==> config.mk <==
export PLATFORM = sky130hd
export DESIGN_NAME = erm16_bus_arbiter
export DESIGN_NICKNAME = d
export VERILOG_FILES = /design/src/rtl/erm16_bus_pkg.sv /design/src/rtl/erm16_rr_pick.sv /design/src/rtl/erm16_bus_arbiter.sv
export SDC_FILE = /design/constraint.sdc
export NUM_CORES = 1
export LEC_CHECK = 0
export ABC_AREA = 1
export ABC_CLOCK_PERIOD_IN_PS = 2100
export CAP_MARGIN = 20
export CORE_MARGIN = 5
export CORE_UTILIZATION = 40
export DETAILED_ROUTE_END_ITERATION = 10
export PLACE_DENSITY_LB_ADDON = 0.2
export REMOVE_ABC_BUFFERS = 1
export SETUP_SLACK_MARGIN = 0.02
export SLEW_MARGIN = 20
export SYNTH_ARGS = -nofsm -noshare
export SYNTH_HDL_FRONTEND = slang
export SYNTH_SLANG_ARGS = --single-unit
==> constraint.sdc <==
create_clock -name clk -period 2.1 [get_ports clk]
set_input_delay 0.315 -clock clk [delete_from_list [all_inputs] [get_ports clk]]
set_output_delay 0.315 -clock clk [all_outputs]
set_load 0.02 [all_outputs]
==> src/rtl/erm16_bus_pkg.sv <==
// Shared types and constants for the ERM16 bus arbiter slice.
package erm16_bus_pkg;

  localparam int unsigned ERM16_AW = 16;
  localparam int unsigned ERM16_DW = 16;

  typedef enum logic [1:0] {
    IDLE,
    ACCESS,
    ACK
  } bus_state_t;

  typedef enum logic {
    OWN_CPU,
    OWN_DMA
  } bus_owner_t;

  // Burst count after a DMA grant: cleared when the DMA is not locking,
  // stepped (saturating) when the grant extends a DMA run, else held.
  function automatic logic [3:0] burst_next(input logic [3:0] cnt,
                                            input logic       lock,
                                            input logic       after_dma);
    logic [3:0] res;
    res = cnt;
    if (!lock) begin
      res = 4'd0;
    end else if (after_dma && (cnt != 4'hF)) begin
      res = cnt + 4'd1;
    end
    return res;
  endfunction

endpackage

==> src/rtl/erm16_rr_pick.sv <==
// Combinational winner select between the core and the DMA engine.
module erm16_rr_pick
  import erm16_bus_pkg::*;
#(
  parameter int unsigned MAX_BURST = 4
) (
  input  logic       i_cpu_req,
  input  logic       i_dma_req,
  input  logic       i_dma_lock,
  input  bus_owner_t i_last_owner,
  input  logic [3:0] i_burst_cnt,
  output logic       o_valid,
  output bus_owner_t o_winner
);

  localparam logic [3:0] MaxBurst = 4'(MAX_BURST);

  logic w_lock_hold;

  // DMA may keep the bus on a tie while its locked burst is under the limit.
  assign w_lock_hold = (i_last_owner == OWN_DMA) && i_dma_lock && (i_burst_cnt < MaxBurst);

  // Single requester wins outright; a tie alternates unless the lock holds.
  always_comb begin
    o_valid  = i_cpu_req | i_dma_req;
    o_winner = OWN_CPU;
    if (i_cpu_req && i_dma_req) begin
      if (w_lock_hold) begin
        o_winner = OWN_DMA;
      end else if (i_last_owner == OWN_DMA) begin
        o_winner = OWN_CPU;
      end else begin
        o_winner = OWN_DMA;
      end
    end else if (i_dma_req) begin
      o_winner = OWN_DMA;
    end
  end

endmodule

==> src/rtl/erm16_bus_arbiter.sv <==
// Two-master ERM16 bus arbiter: round-robin between core and DMA with a bounded
// DMA burst lock, fixed wait-state access phase and a one-cycle acknowledge.
module erm16_bus_arbiter
  import erm16_bus_pkg::*;
#(
  parameter int unsigned WAIT_CYCLES = 1,
  parameter int unsigned MAX_BURST   = 4
) (
  input  logic                clk,
  input  logic                rst,
  // Core side
  input  logic                cpu_req,
  input  logic [ERM16_AW-1:0] cpu_addr,
  input  logic [ERM16_DW-1:0] cpu_wdata,
  input  logic                cpu_we,
  input  logic                cpu_io,
  output logic                cpu_ack,
  output logic [ERM16_DW-1:0] cpu_rdata,
  // DMA side
  input  logic                dma_req,
  input  logic [ERM16_AW-1:0] dma_addr,
  input  logic [ERM16_DW-1:0] dma_wdata,
  input  logic                dma_we,
  input  logic                dma_io,
  input  logic                dma_lock,
  output logic                dma_ack,
  output logic [ERM16_DW-1:0] dma_rdata,
  // Shared bus toward the memory/IO decoder
  output logic                mem_en,
  output logic [ERM16_AW-1:0] mem_addr,
  output logic [ERM16_DW-1:0] mem_wdata,
  output logic                mem_we,
  output logic                mem_ioe,
  input  logic [ERM16_DW-1:0] mem_rdata
);

  localparam logic [3:0] WaitInit = 4'(WAIT_CYCLES);

  bus_state_t          r_state;
  bus_owner_t          r_owner;
  bus_owner_t          r_last_owner;
  logic [3:0]          r_burst_cnt;
  logic [3:0]          r_wait_cnt;
  logic                r_cpu_ack;
  logic                r_dma_ack;
  logic [ERM16_DW-1:0] r_cpu_rdata;
  logic [ERM16_DW-1:0] r_dma_rdata;
  logic                r_mem_en;
  logic [ERM16_AW-1:0] r_mem_addr;
  logic [ERM16_DW-1:0] r_mem_wdata;
  logic                r_mem_we;
  logic                r_mem_ioe;

  logic                w_grant_valid;
  bus_owner_t          w_winner;
  logic [ERM16_AW-1:0] w_sel_addr;
  logic [ERM16_DW-1:0] w_sel_wdata;
  logic                w_sel_we;
  logic                w_sel_io;

  erm16_rr_pick #(
    .MAX_BURST (MAX_BURST)
  ) u_pick (
    .i_cpu_req    (cpu_req),
    .i_dma_req    (dma_req),
    .i_dma_lock   (dma_lock),
    .i_last_owner (r_last_owner),
    .i_burst_cnt  (r_burst_cnt),
    .o_valid      (w_grant_valid),
    .o_winner     (w_winner)
  );

  // Steer the winning requester's transfer fields toward the bus latches.
  always_comb begin
    w_sel_addr  = cpu_addr;
    w_sel_wdata = cpu_wdata;
    w_sel_we    = cpu_we;
    w_sel_io    = cpu_io;
    if (w_winner == OWN_DMA) begin
      w_sel_addr  = dma_addr;
      w_sel_wdata = dma_wdata;
      w_sel_we    = dma_we;
      w_sel_io    = dma_io;
    end
  end

  // Transfer sequencer: grant, wait-state access phase, acknowledge.
  always_ff @(posedge clk) begin
    if (rst) begin
      r_state      <= IDLE;
      r_owner      <= OWN_CPU;
      r_last_owner <= OWN_DMA;
      r_burst_cnt  <= 4'd0;
      r_wait_cnt   <= 4'd0;
      r_cpu_ack    <= 1'b0;
      r_dma_ack    <= 1'b0;
      r_cpu_rdata  <= '0;
      r_dma_rdata  <= '0;
      r_mem_en     <= 1'b0;
      r_mem_addr   <= '0;
      r_mem_wdata  <= '0;
      r_mem_we     <= 1'b0;
      r_mem_ioe    <= 1'b0;
    end else begin
      r_cpu_ack <= 1'b0;
      r_dma_ack <= 1'b0;
      unique case (r_state)
        IDLE: begin
          if (w_grant_valid) begin
            r_owner     <= w_winner;
            r_wait_cnt  <= WaitInit;
            r_mem_en    <= 1'b1;
            r_mem_addr  <= w_sel_addr;
            r_mem_wdata <= w_sel_wdata;
            r_mem_we    <= w_sel_we;
            r_mem_ioe   <= w_sel_io;
            r_state     <= ACCESS;
            if (w_winner == OWN_DMA) begin
              r_burst_cnt <= burst_next(r_burst_cnt, dma_lock, r_last_owner == OWN_DMA);
            end else begin
              r_burst_cnt <= 4'd0;
            end
          end
        end
        ACCESS: begin
          if (r_wait_cnt == 4'd0) begin
            // Last access cycle: the addressed device drives valid read data now.
            if (!r_mem_we) begin
              if (r_owner == OWN_DMA) begin
                r_dma_rdata <= mem_rdata;
              end else begin
                r_cpu_rdata <= mem_rdata;
              end
            end
            r_mem_en  <= 1'b0;
            r_mem_we  <= 1'b0;
            r_mem_ioe <= 1'b0;
            r_state   <= ACK;
          end else begin
            r_wait_cnt <= r_wait_cnt - 4'd1;
          end
        end
        ACK: begin
          if (r_owner == OWN_DMA) begin
            r_dma_ack <= 1'b1;
          end else begin
            r_cpu_ack <= 1'b1;
          end
          r_last_owner <= r_owner;
          r_state      <= IDLE;
        end
        default: begin
          r_state <= IDLE;
        end
      endcase
    end
  end

  assign cpu_ack   = r_cpu_ack;
  assign dma_ack   = r_dma_ack;
  assign cpu_rdata = r_cpu_rdata;
  assign dma_rdata = r_dma_rdata;
  assign mem_en    = r_mem_en;
  assign mem_addr  = r_mem_addr;
  assign mem_wdata = r_mem_wdata;
  assign mem_we    = r_mem_we;
  assign mem_ioe   = r_mem_ioe;

endmodule

==> key figures <==
Run status
  • Status: completed

Global routing
  • Total GRT Usage: 19.3%
  • Overflow after GRT: 0
  • Vias in the first global route: 3602
  • First-pass GRT wire length: 17300 um
  • Antenna violations before repair: 0
  • Largest net degree at the start of global routing: 38

Clocking
  • Clock latency on the worst-skew pair: 0.36 ns
  • Root Buffer: clkbuf_8
  • CTS clk-pin slew, worst paths: 0.09 ns
  • Clock tree sinks: 81
  • PostCTS Resize Cnt: 0
  • Total CTS buffers: 9
  • Cts-stage hold buffer count: 0
  • Clock Path Buffers: 2
  • # Post-CTS Setup Buffers: 0
  • H-tree depth: 3
  • CTS tree: yes

Timing
  • Final hold violations: 0
  • RSZ-0062 raised after global routing: no
  • WHS: 0.462 ns
  • Worst rel slew slack: 46.6%
  • Final setup margin: 0.314 ns
  • Final period utilization: 85.0%
  • Worst-Margin Slew: 0.800 ns
  • Max Freq: 560 MHz
  • Final min period: 1.79 ns
  • Clock Skews: 0.0107 ns
  • Final setup viols: 0
  • Slew Viols, Final: 0

Placed design
  • PortBufs: 157
  • Dpl ws: 0.0358 ns
  • Routability Congestion: 0.852
  • HPWL after DPL: 8030 um
  • Cell Area, Placed: 0.00520 sq mm
  • Placed insts: 691

Layout
  • Finished Layout Cells: 707
  • Ratio of cells with drive above 1 in the final layout: 11.9%
  • N_diodes: 0
  • Commonest non-fill, non-tap cells in the layout: clkdlybuf4s50_1, nand2_1, dfxtp_1
  • Design area: 0.00543 sq mm
  • Leading cell type in the layout, fill and taps excluded: clkdlybuf4s50_1
  • Area Overhead vs Synth: 54.2%
  • Final nets: 686

Yosys
  • Synth area leader: dfxtp_1
  • Distinct cells, synth: 26
  • Synth Flop Type: dfxtp_1
  • Post-Synth Simple-Gate Area: 29.8%
  • Synth Register Bits: 81
  • Yosys warning total: 0
  • Synth area leaders: dfxtp_1, nand3_1, nand2_1
  • Post-synth EDFFs: 0
  • Proportion of netlist area held by the largest area contributor: 46.0%
  • Post-synthesis xor/xnor area fraction: 0.249%
  • Post-synthesis sequential area ratio: 46.0%
  • Synth Area in Compound Gates: 16.2%
  • Largest family of logic cells by synthesized area: simple AND/OR/NAND/NOR gates
  • Post-synthesis async set-or-reset flop share: 0%
  • Multiplexer area fraction after synthesis: 0%
  • Synth Area in Adders: 1.07%
  • Post-Syn Area: 0.00352 sq mm
  • Post-Synthesis Cells: 441
  • Syn_area_per_cell: 7.99 sq um

Setup path
  • CP Data Required Time: 2.33 ns
  • CP Launch Type: flip-flop
  • Crit-path max FO: 16
  • WS Path Type: reg -> reg
  • Critical Path AT: 2.01 ns
  • Crit end category: flip-flop

Detailed routing
  • Drt first pass iters: 4
  • Via count: 3620
  • Post-Route WL: 10700 um
  • Post-DR wirelength/cell: 15.2 um
  • Detail Route Antenna Nets: 0
  • DR vias/cell: 5.12
  • Number of remaining DRC errors: 0
  • Initial DRC Count: 130

Floorplan
  • Core area: 0.00864 sq mm
  • Die X: 104 um
  • # rows: 34
  • Total die area: 0.0108 sq mm
  • IO Pins: 158
  • Initial Util: 40.8%
  • Die Y: 104 um

Min path
  • Worst hold path class: reg -> reg

Pwr
  • Power per Cell Area: 783 mW/mm^2
  • Pleak: 2.07 nW
  • VDD IR-drop max: 0.000358 V
  • Total design power: 4.26 mW

Run
  • Max_cap viols: 0
## layout make-up
cell class | instances | area [sq um]
Multi-Input combinational cell | 310 | 1680
Fill cell | 753 | 3200
Clock buffer | 9 | 124
Clock inverter | 7 | 101
Timing Repair Buffer | 172 | 1700
Sequential cell | 81 | 1620
Tap cell | 108 | 135
Inverter | 20 | 75.1
## registers in the layout (all words and copies together) (netlist names), 2 cells and up
name,cells
mem_wdata,16
cpu_rdata,16
r_wait_cnt,4
r_state,2
r_burst_cnt,4
dma_rdata,16
mem_addr,16
## stage by stage
stage                     utilization (%)  setup TNS (ns)
after detailed placement             60.2               0
after global routing                 62.9               0
after floorplan                         -          -28.84
after CTS                            62.8               0
final                                62.9               0
after global placement               60.2               0
## worst paths after layout
path	start	end	slack [ns]	cells past startpoint
max	r_wait_cnt[0]	cpu_rdata[3]	0.31	7
min	mem_en	mem_en	0.46	2
max reg2reg	r_wait_cnt[0]	cpu_rdata[3]	0.31	7
min reg2reg	mem_en	mem_en	0.46	2
## power by group
part	internal, mW	switching (mW)	leakage (nW)	total, mW
registers	1.69	0.0897	0.663	1.78
logic	0.555	0.647	1.30	1.20
clock network	0.679	0.597	0.106	1.28
total	2.92	1.33	2.07	4.26
## worst max-delay path, stage by stage (launching register included)
cell and delay, ns:
dfxtp_1 0.31, inv_1 0.12, ha_1 0.16, nand3_1 0.11, nor2_2 0.40, nand2_2 0.34, nand2_1 0.15, a21oi_1 0.07
## cells in the mapped netlist (6+ instances only)
cell and instances:
nand2_1 89, buf_2 11, nor3_1 6, o211ai_1 12, clkbuf_1 13, nor2_1 21, or2_2 10, o21ai_0 6
dfxtp_1 81, or2_0 20, inv_1 17, o211ai_2 18, a21oi_1 40, nand3_1 72
## per-layer routing
metal  share of wire (%)  track usage [%]  routed length (um)  up-vias
li1                    -                -                   -     1790
met1                  41             21.9                4370     1678
met2                  48             32.1                5180      132
met3                 9.0             7.88                 968       20
met4                 2.1             8.05                 221        0
met5                   0                0                   0        -
## cells by family (layout without fill, tap and decap cells)
family                     count (synthesis)  count (layout)
buffers and inverters                     50             208
and+or+nand+nor                          227             227
DFF                                       81              81
xor gates and xnor gates                   1               1
adders and majority gates                  3               3
AOI/OAI and AO/OA                         79              79
Power figures use the tool's default switching activity.
==> RTL change: new RTL, same settings <==
Set the package constant `ERM16_AW` to 14 (it was 16).
--- a/src/rtl/erm16_bus_pkg.sv
+++ b/src/rtl/erm16_bus_pkg.sv
@@ -3,3 +3,3 @@
 
-  localparam int unsigned ERM16_AW = 16;
+  localparam int unsigned ERM16_AW = 14;
   localparam int unsigned ERM16_DW = 16;
Interface: changed (resized cpu_addr, dma_addr and mem_addr); port bits go from 158 to 152. The function was not compared with the original's and may differ.
==> RTL change against the unedited design <==
  * Critical path depth decreased by 6
  * Maximum frequency increased by 3.8%
  * Sequential cell count decreased by 2
  * Final area decreased by 7.0%
  * Setup slack improved by 65 ps
  * Register-to-register slack improved by 190 ps
  * Total power decreased by 5.5%
  * Routed wire length decreased by 5.5%
  * Area after synthesis decreased by 7.2%
  * Largest power group unchanged
  * Highest routed layer unchanged
==> RTL change: results (changes against the unedited design) <==
* Status: finished, final reports clean (unchanged)
* FILL cells at 740 (was 753)
* Crit share post-route at 0.819 (was 0.850)
* Worst stage delay on the critical path at 650 ps (was 400 ps)
* Synth unique cells at 28 (was 26)
* Leakage at 1.85 nW (was 2.07 nW)
* Worst hold slack at 454 ps (was 462 ps)
* Met3 Routed Length at 1.08 mm (was 968 µm)
* Largest net degree at the start of global routing at 33 (was 38)
* Skew final at 12.4 ps (was 10.7 ps)
* Max_slew headroom at 0.780 (was 0.466)
* Peak supply drop at 0.000356 V (was 0.000358 V)
* Layout cells sized above 1 at 0.0725 (was 0.119)
* Reg2reg setup slack at 500 ps (was 310 ps)
* PortBufs at 151 (was 157)
* Drt via density at 5.07 (was 5.12)
* R2R Path End: cpu_rdata[0]$_SDFFE_PP0P_ (was cpu_rdata[3]$_SDFFE_PP0P_)
* Post-route insts no fill at 684 (was 707)
* RD Place Congestion at 0.873 (was 0.852)
* Critical Path Sink: mem_we (was cpu_rdata[3]$_SDFFE_PP0P_)
* CTS clk-pin slew, worst paths at 90 ps (about the same)
* Vias in the first global route at 3499 (was 3602)
* Iter 0 DRT Violations at 92 (was 130)
* Met2 WL at 4.61 mm (was 5.18 mm)
* CTS buffer count at 9 (unchanged)
* Worst Path Max Fanout at 4 (was 16)
* Top layer in use: met4 (unchanged)
* Min-Delay Startpoint: r_owner$_SDFFE_PP0P_ (was mem_en$_SDFFE_PP0P_)
* Synth area leaders: dfxtp_1 (48%), nand3_1 (11%), nand2_1 (6.9%) (was dfxtp_1 (46%), nand3_1 (10%), nand2_1 (9.5%))
* Pre-antenna DRT Iters at 4 (unchanged)
* First-pass GRT wire length at 16.4 mm (was 17.3 mm)
* Met1 WL at 4.21 mm (was 4.37 mm)
* Syn Inst Count at 429 (was 441)
* Grt total ovfl at 0 (unchanged)
* Hold worst-path end: cpu_ack$_SDFF_PP0_ (was mem_en$_SDFFE_PP0P_)
* WHS Path Cells at 1 (was 2)
* Post-synth ARST share at 0 (unchanged)
* Ys Warns at 0 (unchanged)
* CP max-delay cell: clkdlybuf4s50_1 (was nor2_2)
* Pre-CTS setup slack at 174 ps (was 35.8 ps)
* Worst-skew pair later-pin latency at 350 ps
* Hpwl dp at 7.62 mm (was 8.03 mm)
* Seq/Total Area, Yosys at 0.484 (was 0.460)
* Crit path max-delay family: buffers and inverters (was simple AND/OR/NAND/NOR gates)
* Global-route usage over all layers at 0.202 (was 0.193)
* NumNets Final at 662 (was 686)
* Synth cell count leaders: dfxtp_1 (79), nand3_1 (69), nand2_1 (60) (was nand2_1 (89), dfxtp_1 (81), nand3_1 (72))
* Avg WL per Cell at 14.8 µm (was 15.2 µm)
* Worst Path Arrival at 1410 ps (was 2010 ps)
* Placed insts at 668 (was 691)
* CP Launch Point: mem_we$_SDFFE_PP0P_ (was r_wait_cnt[0]$_SDFFE_PP0P_)
==> RTL change: cells by family (layout without fill, tap and decap cells) <==
kind of cell,after synthesis,in the layout,share of synthesized area
adder cells (fa/ha/maj),3,3,0.0115
AND/OR/NAND/NOR,194,194,0.271
buffers and inverters,48,198,0.0670
AO/OA/AOI/OAI,104,104,0.165
flip-flops,79,79,0.484
XOR/XNOR,1,1,0.00268
==> RTL change: through the flow <==
step / power, W / instance area, µm²
after global routing: 0.00425 / 5050
after CTS: 0.00406 / 5050
after global placement: 0.00297 / 4860
final: 0.00402 / 5050
after detailed placement: 0.00298 / 4860
after floorplan: 0.00236 / 3130
==> RTL change: layout make-up <==
class                           count  area [µm²]  share of cell area
Multi-Input combinational cell    302        1470               0.291
Clock buffer                        9         124              0.0245
Inverter                           20        75.1              0.0149
Clock inverter                      7        63.8              0.0126
Sequential cell                    79        1580               0.313
Timing Repair Buffer              162        1610               0.318
Tap cell                          105         131              0.0260
==> RTL change: report_power, final <==
group          internal [W]  leakage [nW]  switching (W)
Sequential          0.00166         0.646      0.0000934
Clock              0.000456        0.0903       0.000616
Combinational      0.000535          1.11       0.000663
Total               0.00265          1.85        0.00137
==> RTL change: metal layers <==
metal | GRT usage | up-vias
met5 | 0 | -
met4 | 0.0974 | 0
met3 | 0.0771 | 22
met2 | 0.315 | 148
met1 | 0.244 | 1564
li1 | - | 1735
